File: src/rtl/uart_pkg.sv
`default_nettype none
// ============================================================================
//  Module      : uart_pkg
//  Description : Shared types and constants for the FIFO-drain UART
//                transmitter. Holds the transmitter state encoding, the data
//                bits per frame and a helper that returns the frame length.
//  Config      : FIFO_UART_TX_PARITY_EN adds an even-parity bit per frame
//                (PARITY state, 11-bit frame). Undefined: plain 8N1.
//  Revision    : 1.0  initial release
// ============================================================================
package uart_pkg;

  // Data bits carried by every UART frame.
  localparam int UART_DATA_BITS = 8;

  // Transmitter state encoding. PARITY only exists in the parity build so
  // that the default build carries no parity state or parity logic.
  typedef enum logic [2:0] {
    IDLE   = 3'd0,
    START  = 3'd1,
    DATA   = 3'd2,
`ifdef FIFO_UART_TX_PARITY_EN
    PARITY = 3'd3,
`endif
    STOP   = 3'd4
  } tx_state_t;

  // Bits per frame on the line: start + 8 data (+ parity) + stop.
  function automatic int frame_bits();
`ifdef FIFO_UART_TX_PARITY_EN
    return 11;
`else
    return 10;
`endif
  endfunction

endpackage
`default_nettype wire

File: src/rtl/baud_counter.sv
`default_nettype none
// ============================================================================
//  Module      : baud_counter
//  Description : Bit-period timer for the UART transmitter. Counts
//                0..CLKS_PER_BIT-1 and pulses bit_done on the final cycle of
//                each bit period, then wraps to 0 so the next bit starts
//                aligned. restart holds the count at 0 while the
//                transmitter is idle.
//  Ports       : clk      in   system clock (rising edge)
//                rst_n    in   synchronous active-low reset
//                restart  in   hold counter at 0 (transmitter idle)
//                bit_done out  high on the last cycle of a bit period
//  Revision    : 1.0  initial release
// ============================================================================
module baud_counter #(
  parameter int CLKS_PER_BIT = 868
) (
  input  logic clk,
  input  logic rst_n,
  input  logic restart,
  output logic bit_done
);

  localparam int c_CNT_W = (CLKS_PER_BIT > 1) ? $clog2(CLKS_PER_BIT) : 1;
  localparam logic [c_CNT_W-1:0] c_LAST = c_CNT_W'(CLKS_PER_BIT - 1);

  logic [c_CNT_W-1:0] r_cnt;

  // Every state or bit change in the transmitter happens on bit_done, so the
  // wrap to 0 here doubles as the reload at each bit boundary.
  always_ff @(posedge clk) begin
    if (!rst_n || restart) begin
      r_cnt <= '0;
    end else if (r_cnt == c_LAST) begin
      r_cnt <= '0;
    end else begin
      r_cnt <= r_cnt + c_CNT_W'(1);
    end
  end

  assign bit_done = !restart && (r_cnt == c_LAST);

endmodule
`default_nettype wire

File: src/rtl/fifo_uart_tx.sv
`default_nettype none
// ============================================================================
//  Module      : fifo_uart_tx
//  Description : Drain stage for a show-ahead FIFO. Pops one WIDTH-bit word
//                whenever the FIFO is non-empty and sends it as WIDTH/8 UART
//                frames, least-significant byte first, LSB first within a
//                byte, with no idle time between the bytes of one word.
//  Config      : FIFO_UART_TX_PARITY_EN -> even parity bit after the data
//                bits (11-bit frame). Undefined -> 8N1 (10-bit frame).
//  Ports       : clk         in   system clock (rising edge)
//                rst_n       in   synchronous active-low reset
//                fifo_data   in   FIFO head word, valid when !fifo_empty
//                fifo_empty  in   FIFO empty flag
//                fifo_read   out  one-cycle pop strobe (combinational)
//                tx          out  serial line, idles high (registered)
//                busy        out  word in flight (registered)
//  Revision    : 1.0  initial release
// ============================================================================
module fifo_uart_tx
  import uart_pkg::*;
#(
  parameter int WIDTH        = 16,
  parameter int CLKS_PER_BIT = 868
) (
  input  logic             clk,
  input  logic             rst_n,
  input  logic [WIDTH-1:0] fifo_data,
  input  logic             fifo_empty,
  output logic             fifo_read,
  output logic             tx,
  output logic             busy
);

  localparam int c_NBYTES = WIDTH / 8;
  localparam int c_BYTE_W = (c_NBYTES > 1) ? $clog2(c_NBYTES) : 1;
  localparam logic [c_BYTE_W-1:0] c_LAST_BYTE = c_BYTE_W'(c_NBYTES - 1);
  localparam logic [2:0] c_LAST_BIT = 3'(UART_DATA_BITS - 1);

  // Elaboration-time parameter sanity checks.
  if ((WIDTH % 8) != 0 || WIDTH < 8) begin : g_bad_width
    $error("fifo_uart_tx: WIDTH must be a non-zero multiple of 8");
  end
  if (CLKS_PER_BIT < 2) begin : g_bad_cpb
    $error("fifo_uart_tx: CLKS_PER_BIT must be at least 2");
  end

  tx_state_t             r_state;
  tx_state_t             w_state_next;
  logic [WIDTH-1:0]      r_word;
  logic [c_BYTE_W-1:0]   r_byte_idx;
  logic [c_BYTE_W-1:0]   w_byte_idx_next;
  logic [2:0]            r_bit_idx;
  logic [2:0]            w_bit_idx_next;
  logic                  w_load;
  logic                  w_bit_done;
  logic                  w_restart;
  logic [7:0]            w_cur_byte;
  logic                  w_tx_next;
  logic                  w_busy_next;
  logic                  r_tx;
  logic                  r_busy;

  // --------------------------------------------------------------------------
  // Bit timing. Held at zero while idle so the start bit of a freshly
  // captured word gets a full CLKS_PER_BIT cycles.
  // --------------------------------------------------------------------------
  assign w_restart = (r_state == IDLE);

  baud_counter #(
    .CLKS_PER_BIT (CLKS_PER_BIT)
  ) u_baud_counter (
    .clk      (clk),
    .rst_n    (rst_n),
    .restart  (w_restart),
    .bit_done (w_bit_done)
  );

  // Pop and capture share one edge: the FIFO head is combinational, so the
  // word seen now is the word removed by this strobe.
  assign fifo_read = rst_n && (r_state == IDLE) && !fifo_empty;

  // --------------------------------------------------------------------------
  // Next-state and index logic.
  // --------------------------------------------------------------------------
  always_comb begin
    w_state_next    = r_state;
    w_byte_idx_next = r_byte_idx;
    w_bit_idx_next  = r_bit_idx;
    w_load          = 1'b0;

    case (r_state)
      IDLE: begin
        if (!fifo_empty) begin
          w_load          = 1'b1;
          w_byte_idx_next = '0;
          w_state_next    = START;
        end
      end

      START: begin
        if (w_bit_done) begin
          w_bit_idx_next = '0;
          w_state_next   = DATA;
        end
      end

      DATA: begin
        if (w_bit_done) begin
          if (r_bit_idx == c_LAST_BIT) begin
`ifdef FIFO_UART_TX_PARITY_EN
            w_state_next = PARITY;
`else
            w_state_next = STOP;
`endif
          end else begin
            w_bit_idx_next = r_bit_idx + 3'd1;
          end
        end
      end

`ifdef FIFO_UART_TX_PARITY_EN
      PARITY: begin
        if (w_bit_done) begin
          w_state_next = STOP;
        end
      end
`endif

      STOP: begin
        if (w_bit_done) begin
          if (r_byte_idx == c_LAST_BYTE) begin
            w_state_next = IDLE;
          end else begin
            w_byte_idx_next = r_byte_idx + c_BYTE_W'(1);
            w_state_next    = START;
          end
        end
      end

      default: begin
        w_state_next = IDLE;
      end
    endcase
  end

  // --------------------------------------------------------------------------
  // Byte selection for the line value that will be driven next cycle. It
  // uses the next byte index so tx can be registered without a cycle of lag.
  // On the capture edge the word register is not yet loaded, but the next
  // state is START there, so the stale contents are never put on the line.
  // --------------------------------------------------------------------------
  always_comb begin
    w_cur_byte = r_word[7:0];
    for (int i = 0; i < c_NBYTES; i++) begin
      if (w_byte_idx_next == c_BYTE_W'(i)) begin
        w_cur_byte = r_word[8*i +: 8];
      end
    end
  end

  always_comb begin
    w_tx_next = 1'b1;
    case (w_state_next)
      START:   w_tx_next = 1'b0;
      DATA:    w_tx_next = w_cur_byte[w_bit_idx_next];
`ifdef FIFO_UART_TX_PARITY_EN
      PARITY:  w_tx_next = ^w_cur_byte;
`endif
      default: w_tx_next = 1'b1;
    endcase
  end

  assign w_busy_next = (w_state_next != IDLE);

  // --------------------------------------------------------------------------
  // State, word register and registered outputs. A reset mid-word drops the
  // captured word; it was already popped, so it is not re-read.
  // --------------------------------------------------------------------------
  always_ff @(posedge clk) begin
    if (!rst_n) begin
      r_state    <= IDLE;
      r_byte_idx <= '0;
      r_bit_idx  <= '0;
      r_word     <= '0;
      r_tx       <= 1'b1;
      r_busy     <= 1'b0;
    end else begin
      r_state    <= w_state_next;
      r_byte_idx <= w_byte_idx_next;
      r_bit_idx  <= w_bit_idx_next;
      if (w_load) begin
        r_word <= fifo_data;
      end
      r_tx       <= w_tx_next;
      r_busy     <= w_busy_next;
    end
  end

  assign tx   = r_tx;
  assign busy = r_busy;

endmodule
`default_nettype wire

File: config.mk
export PLATFORM = sky130hd
export DESIGN_NAME = fifo_uart_tx
export DESIGN_NICKNAME = d
export VERILOG_FILES = /design/src/rtl/uart_pkg.sv /design/src/rtl/baud_counter.sv /design/src/rtl/fifo_uart_tx.sv
export SDC_FILE = /design/constraint.sdc
export NUM_CORES = 1
export LEC_CHECK = 0
export CORE_MARGIN = 2
export CORE_UTILIZATION = 55
export CTS_CLUSTER_DIAMETER = 30
export DETAILED_ROUTE_END_ITERATION = 7
export PLACE_DENSITY = 0.77
export SETUP_SLACK_MARGIN = 0.3
export SLEW_MARGIN = 20
export SYNTH_ARGS = -nofsm -noshare
export SYNTH_HDL_FRONTEND = slang
export SYNTH_SLANG_ARGS = --single-unit
File: constraint.sdc
create_clock -name clk -period 2.5 [get_ports clk]
set_input_delay 0.5 -clock clk [delete_from_list [all_inputs] [get_ports clk]]
set_output_delay 0.5 -clock clk [all_outputs]
set_load 0.05 [all_outputs]
==> impl_metrics.json <==
{
  "synth_seq_cells": 35,
  "synth-compound-area-share_pct": 21.1,
  "grt_pass1_vias": 1549,
  "num_vias": 1734,
  "coreArea_um2": 3100,
  "grt_first_pass_wirelength_um": 7200,
  "finish.utilization_pct": 79.7,
  "cts_tree": "built",
  "reg2reg_to": "tx",
  "hp-start": "u_baud_counter.r_cnt[0]",
  "fmax_ghz": 0.448,
  "clk_pin_slew_ns": 0.13,
  "seq_area_frac_synth_pct": 38.7,
  "crit_fanout": 5,
  "synth_fa_ha_area_share_pct": 1.38,
  "p_seq_share_pct": 50.4,
  "drc": 0,
  "wirelength_um": 4790,
  "fin_crit_sh_pct": 89.2,
  "switching_share_pct": 26.5,
  "start_util_pct": 58.4,
  "fin_area_um2": 2470,
  "synth_edf_count": 0,
  "hold_slack_ns": 0.454,
  "synth_nets": 231,
  "min_to": "u_baud_counter.r_cnt[0]",
  "numCtsBuffers": 5,
  "post-place-cells": 276,
  "max_cap_violations": 0,
  "antenna_found_initial": 0,
  "grtUsageTotal_pct": 26.6,
  "ant_nets": 0,
  "netSwitchingPower_mw": 0.311,
  "dp_hpwl_um": 3210,
  "synth_top_family_by_area": "simple AND/OR/NAND/NOR gates",
  "drt-initial-drc-count": 147,
  "rrSetupSlack_ns": 0.27,
  "cp-start-kind": "flop",
  "die_w_um": 61.4,
  "synthesis.area_um2": 1810,
  "ir_drop_mv": 0.508,
  "grt.overflow.total": 0,
  "final_layout_size_suffix_gt1_share_pct": 31.0,
  "pwr-share-clk_pct": 37.2,
  "hold_path.class": "flop to flop",
  "firstDrtPassIters": 4,
  "r2r_start": "u_baud_counter.r_cnt[3]",
  "clock_latency_ns": 0.37,
  "grtUsageMet3_pct": 5.46,
  "via_per_inst": 5.80,
  "synth_mux_area_share_pct": 5.94,
  "ys_types": 57,
  "synthArstFlopShare_pct": 0,
  "fin_nets": 275,
  "synth_area_per_cell_um2": 8.63,
  "grt.busiest_layer": "met2",
  "portBuffers": 21,
  "yosys.area_share.simple_pct": 24.9,
  "h-tree-depth": 2,
  "num_io_pins": 22,
  "drv_slew": 0,
  "worstMarginPinSlew_ns": 0.519,
  "reg2reg_depth": 9,
  "syn_to_final_growth_pct": 36.5,
  "die_h_um": 61.4,
  "synth_flop_cell": "dfxtp_1",
  "avgRoutedWirePerCell_um": 16.0,
  "cts_buffer_depth": 2,
  "slew_headroom_pct": 65.3,
  "ys_warn_count": 0,
  "met1_usage_pct": 34.2,
  "finClkSkew_ns": 0.0149,
  "grt_max_degree": 17,
  "outcome": "finished clean",
  "critPathKind": "flop to flop",
  "numClockSinks": 35,
  "gp_congestion": 0.905,
  "insertedDiodeCount": 0,
  "place_area_um2": 2150,
  "setup_viol": 0,
  "die_area_um2": 3770,
  "end_kind": "flop",
  "required_ns": 2.77,
  "tns_ns": 0,
  "hold_path_depth": 1,
  "power_density_nw_per_um2": 474,
  "worst_slack_ns": 0.270,
  "num-fill-cells": 213,
  "cts_root_buf": "clkbuf_4",
  "combPwrFrac_pct": 12.4,
  "p_int_mw": 0.862,
  "rsz0062_at_grt": "true",
  "fin_cells": 299,
  "use_met2_pct": 43.6,
  "hold_violations": 0,
  "p_total_mw": 1.17,
  "postSynthCellCount": 210,
  "synth-xor-area-share_pct": 3.87,
  "arrival_ns": 2.50,
  "rows": 20,
  "power_leakage_nw": 0.901,
  "place_worst_setup_slack_ns": 0.0154,
  "min_period_ns": 2.23
}
-- worst max-delay path: stages (launching register included) --
cell	delay (ns)
dfxtp_4	0.38
and4bb_4	0.38
buf_4	0.13
a41oi_2	0.14
a21oi_2	0.21
buf_6	0.16
mux2i_2	0.24
mux2_4	0.19
a221oi_2	0.05
a211o_1	0.23
-- power by group through the flow --
stage / Combinational, mW / Sequential [mW] / Clock [mW]
after CTS: 0.137 / 0.594 / 0.442
final: 0.145 / 0.591 / 0.436
after detailed placement: 0.135 / 0.605 / 0
after global placement: 0.131 / 0.605 / 0
after global routing: 0.157 / 0.593 / 0.461
after floorplan: 0.0746 / 0.607 / 0
-- synthesized netlist by cell type (all sizes together), types with 2 or more instances --
| library cell | number | area, µm² |
|---|---|---|
| nand4 | 2 | 12.5 |
| a21boi | 2 | 15.0 |
| nor4 | 4 | 40.0 |
| mux2 | 3 | 37.5 |
| nor2 | 22 | 92.6 |
| dfxtp | 35 | 701 |
| nor3 | 3 | 15.0 |
| xnor2 | 3 | 26.3 |
| a21oi | 20 | 104 |
| o21a | 2 | 16.3 |
| a211oi | 2 | 15.0 |
| a211o | 2 | 17.5 |
| a2111oi | 2 | 30.0 |
| clkbuf | 6 | 22.5 |
| ha | 2 | 25.0 |
| buf | 6 | 31.3 |
| nand3 | 7 | 47.6 |
| mux2i | 7 | 70.1 |
| o21ai | 2 | 10.0 |
| a41oi | 3 | 33.8 |
| and3 | 4 | 26.3 |
| o31ai | 3 | 41.3 |
| inv | 6 | 22.5 |
| and2 | 2 | 12.5 |
| nand2 | 38 | 145 |
| xor2 | 5 | 43.8 |
-- cells by family (layout without fill, tap and decap cells) --
family                   after synthesis  count (layout)
adder cells (fa/ha/maj)                2               2
XOR/XNOR                               8               8
flip-flops                            35              35
multiplexers                          10              10
AO/OA/AOI/OAI                         49              49
AND/OR/NAND/NOR                       88              88
buffers and inverters                 18              63
-- state kept, by name, indices dropped and copies added (netlist names) --
signal	cells
tx	1
r_bit_idx	3
r_state	3
r_byte_idx	1
r_word	16
u_baud_counter.r_cnt	10
busy	1
-- worst max path at each step --
stage / from / end / slack (ns) / depth (start not counted)
after floorplan: r_state[0] / fifo_read / 0.30 / 6
after global placement: fifo_empty / tx / 0.06 / 7
after detailed placement: fifo_empty / tx / 0.02 / 8
after CTS: u_baud_counter.r_cnt[1] / tx / 0.28 / 8
after global routing: u_baud_counter.r_cnt[7] / tx / 0.23 / 7
final: u_baud_counter.r_cnt[3] / tx / 0.27 / 9
-- layout by cell type, fill, tap and decap left out, drive strengths merged, types with 2 or more instances in the layout --
cell type and n:
dfxtp 35, inv 7, a2111oi 2, nor2 22
nand4 2, and3 4, mux2 3, nand2 38
clkbuf 5, xnor2 3, nand3 7, and2 2
a41oi 3, clkdlybuf4s50 19, o21a 2, o31ai 3
buf 29, xor2 5, mux2i 7, a211oi 2
a21oi 20, nor3 3, o21ai 2, nor4 4
a21boi 2, ha 2, a211o 2
-- routing by layer --
layer	wire length, µm	vias up
met2	2330	59
met4	77	0
li1	-	836
met1	2110	830
met5	0	-
met3	276	9
-- timing repair --
action | in CTS | in global routing
hold buffers | 0 | 0
pin swaps | 4 | 12
gates resized for setup | 12 | 25
buffers inserted | 2 | 12
cloned | 0 | 1
endpoints found under the setup margin | 2 | 2
hold endpoints to repair | 0 | 0
-- layout make-up --
type	instances	area (µm²)	area share [%]
Multi-Input combinational cell	157	1140	46.3
Sequential cell	35	724	29.3
Timing Repair Buffer	49	442	17.9
Tap cell	44	55.1	2.23
Clock inverter	3	46.3	1.87
Clock buffer	5	37.5	1.52
Inverter	6	22.5	0.911
No activity file was read; power rests on OpenSTA's default activity.
==> RTL edit: new RTL, config.mk and constraints unchanged <==
Register the output `tx` once more, cleared by the reset; this adds one clock of latency there. The other outputs are not delayed to match. Comments in the files are not updated.
--- a/src/rtl/fifo_uart_tx.sv
+++ b/src/rtl/fifo_uart_tx.sv
@@ -196,7 +196,13 @@
     end
   end
 
-  assign tx   = r_tx;
+  always_ff @(posedge clk) begin
+    if (!rst_n) begin
+      tx <= '0;
+    end else begin
+      tx <= r_tx;
+    end
+  end
   assign busy = r_busy;
 
 endmodule
Check against the original RTL: not equivalent (Yosys sat finds a counterexample within 4 cycles, from zero or initial values and one cycle with rst_n low).
==> RTL edit against the unedited design <==
Design area decreased by 6.3%; via count fell by 4.2%; sequential cell count up 1; global-route usage down 3.4 points; wire length fell by 12%; first-iteration DRC count shrank 44%; synthesized area rose by 4.6%; setup slack gained 95 ps; total power is 9.7% lower; count of clock-buffer cells in the layout grew 3; sequential power is 3% higher; critical path type unchanged; critical endpoint is now r_tx.
==> RTL edit: results (changes against the unedited design) <==
stage;metric;value;unit;change
setup_path;reg2reg_depth;7;;was 9
layout;clock_area_frac;0.02539;;was 0.03391
layout;area_growth;22.18;%;was 36.46%
sta;maxSlewHeadroom;0.5217;;was 0.6531
setup_path;critPathMaxStageDelay;410;ps;was 380 ps
global_routing;grt_max_degree;22;;was 17
layout;buffers;30;;was 49
route;viasPerCell;5.708;;was 5.799
placed_design;dp_slack;219.5;ps;was 15.40 ps
cts;cts_buffer_depth;2;;unchanged
layout;multi_input_area_share;0.5068;;was 0.4631
yosys;synth_cell_types;54;;was 57
yosys;synth_compound_area_frac;0.2000;;was 0.2106
setup_path;cp_slowest_cell;o41ai_4;;was dfxtp_4
pwr;ir_drop;0.0002927;V;was 0.0005078 V
yosys;syn_nets;241;;was 231
placed_design;dp.cells;282;;was 276
placed_design;gp_congestion;0.9552;;was 0.9049
layout;sequential_cell_total;36;;was 35
yosys;synthMuxAreaShare;0.02178;;was 0.05939
layout;n_all_inverters;2;;was 6
placed_design;placed_cell_area;0.002188;mm²;was 0.002147 mm²
setup_path;crit_family;simple AND/OR/NAND/NOR gates;;was compound AO/OA/AOI/OAI gates
layout;n_fill_cell;295;;was 213
layout;nets;265;;was 275
status;status;finished clean;;unchanged
global_routing;grt_pass1_wl;7.182;mm;was 7.203 mm
yosys;netlist_top_cells_area;dfxtp_1 38%, nand2_1 7.7%, a21boi_1 6.7%, nor2_1 3.4%, and2_1 3.0%;;was dfxtp_1 39%, nand2_1 7.7%, a21oi_1 5.2%, nor2_1 4.1%, mux2i_1 3.9%
setup_path;arrival;2370;ps;was 2500 ps
yosys;synthesis.area;0.001896;mm²;was 0.001812 mm²
yosys;async_reset_ff_frac;0;;unchanged
layout;nonClkBufAreaFrac;0.1243;;was 0.1786
pwr;power_leakage;0.0008576;µW;was 0.0009011 µW
route;wl_per_cell;14.46;µm;was 16.03 µm
route;wirelength;4.208;mm;was 4.792 mm
global_routing;first_global_vias;1616;;was 1549
yosys;syn_inst;220;;was 210
yosys;yosys-top-cells-count;39 x nand2_1, 36 x dfxtp_1, 17 x a21boi_1, 17 x nor2_1, 12 x clkbuf_1;;was 37 x nand2_1, 35 x dfxtp_1, 20 x nor2_1, 19 x a21oi_1, 7 x mux2i_1
sta;fin_skew;10.16;ps;was 14.88 ps
yosys;synthAdderAreaFrac;0.01320;;was 0.01381
cts;clkTransAtPathRegs;110;ps;was 130 ps
layout;multi_input_gates;169;;was 157
layout;seq_share;0.3155;;was 0.2930
layout;drive_gt1_frac;0.1510;;was 0.3098
placed_design;hpwl;3.134;mm;was 3.208 mm
yosys;yosysSeqAreaShare;0.3802;;was 0.3867
layout;clkbuf_count;8;;was 5
yosys;synth-xor-area-share;0.04158;;was 0.03867
==> RTL edit: path summary, 6_finish.rpt <==
kind,from,to,slack (ps)
max reg2reg,u_baud_counter.r_cnt[7],r_tx,360
min reg2reg,r_tx,tx,450
max,u_baud_counter.r_cnt[7],r_tx,360
min,r_tx,tx,450
==> RTL edit: kinds of logic after synthesis <==
kind of cell	Yosys count
simple gates	107
compound gates	47
flops	36
buf+inv	15
xor+xnor	9
mux	4
fa+ha+maj	2
==> RTL edit: per-layer routing <==
layer	routed length (µm)	track usage
met4	113	0.1306
met1	1863	0.2730
met2	2062	0.3817
met5	0	0
met3	169	0.05946
==> RTL edit: report_power, final <==
| group | internal (µW) | switching [µW] |
|---|---|---|
| clock network | 139 | 185 |
| logic | 67.3 | 59.8 |
| registers | 592 | 15.4 |
==> RTL edit: repair_timing <==
| item | 4_1_cts | 5_1_grt |
|---|---|---|
| pin swaps | 0 | 1 |
| setup buffers | 0 | 1 |
| gates resized for setup | 2 | 12 |
| endpoints found under the setup margin | 2 | 2 |
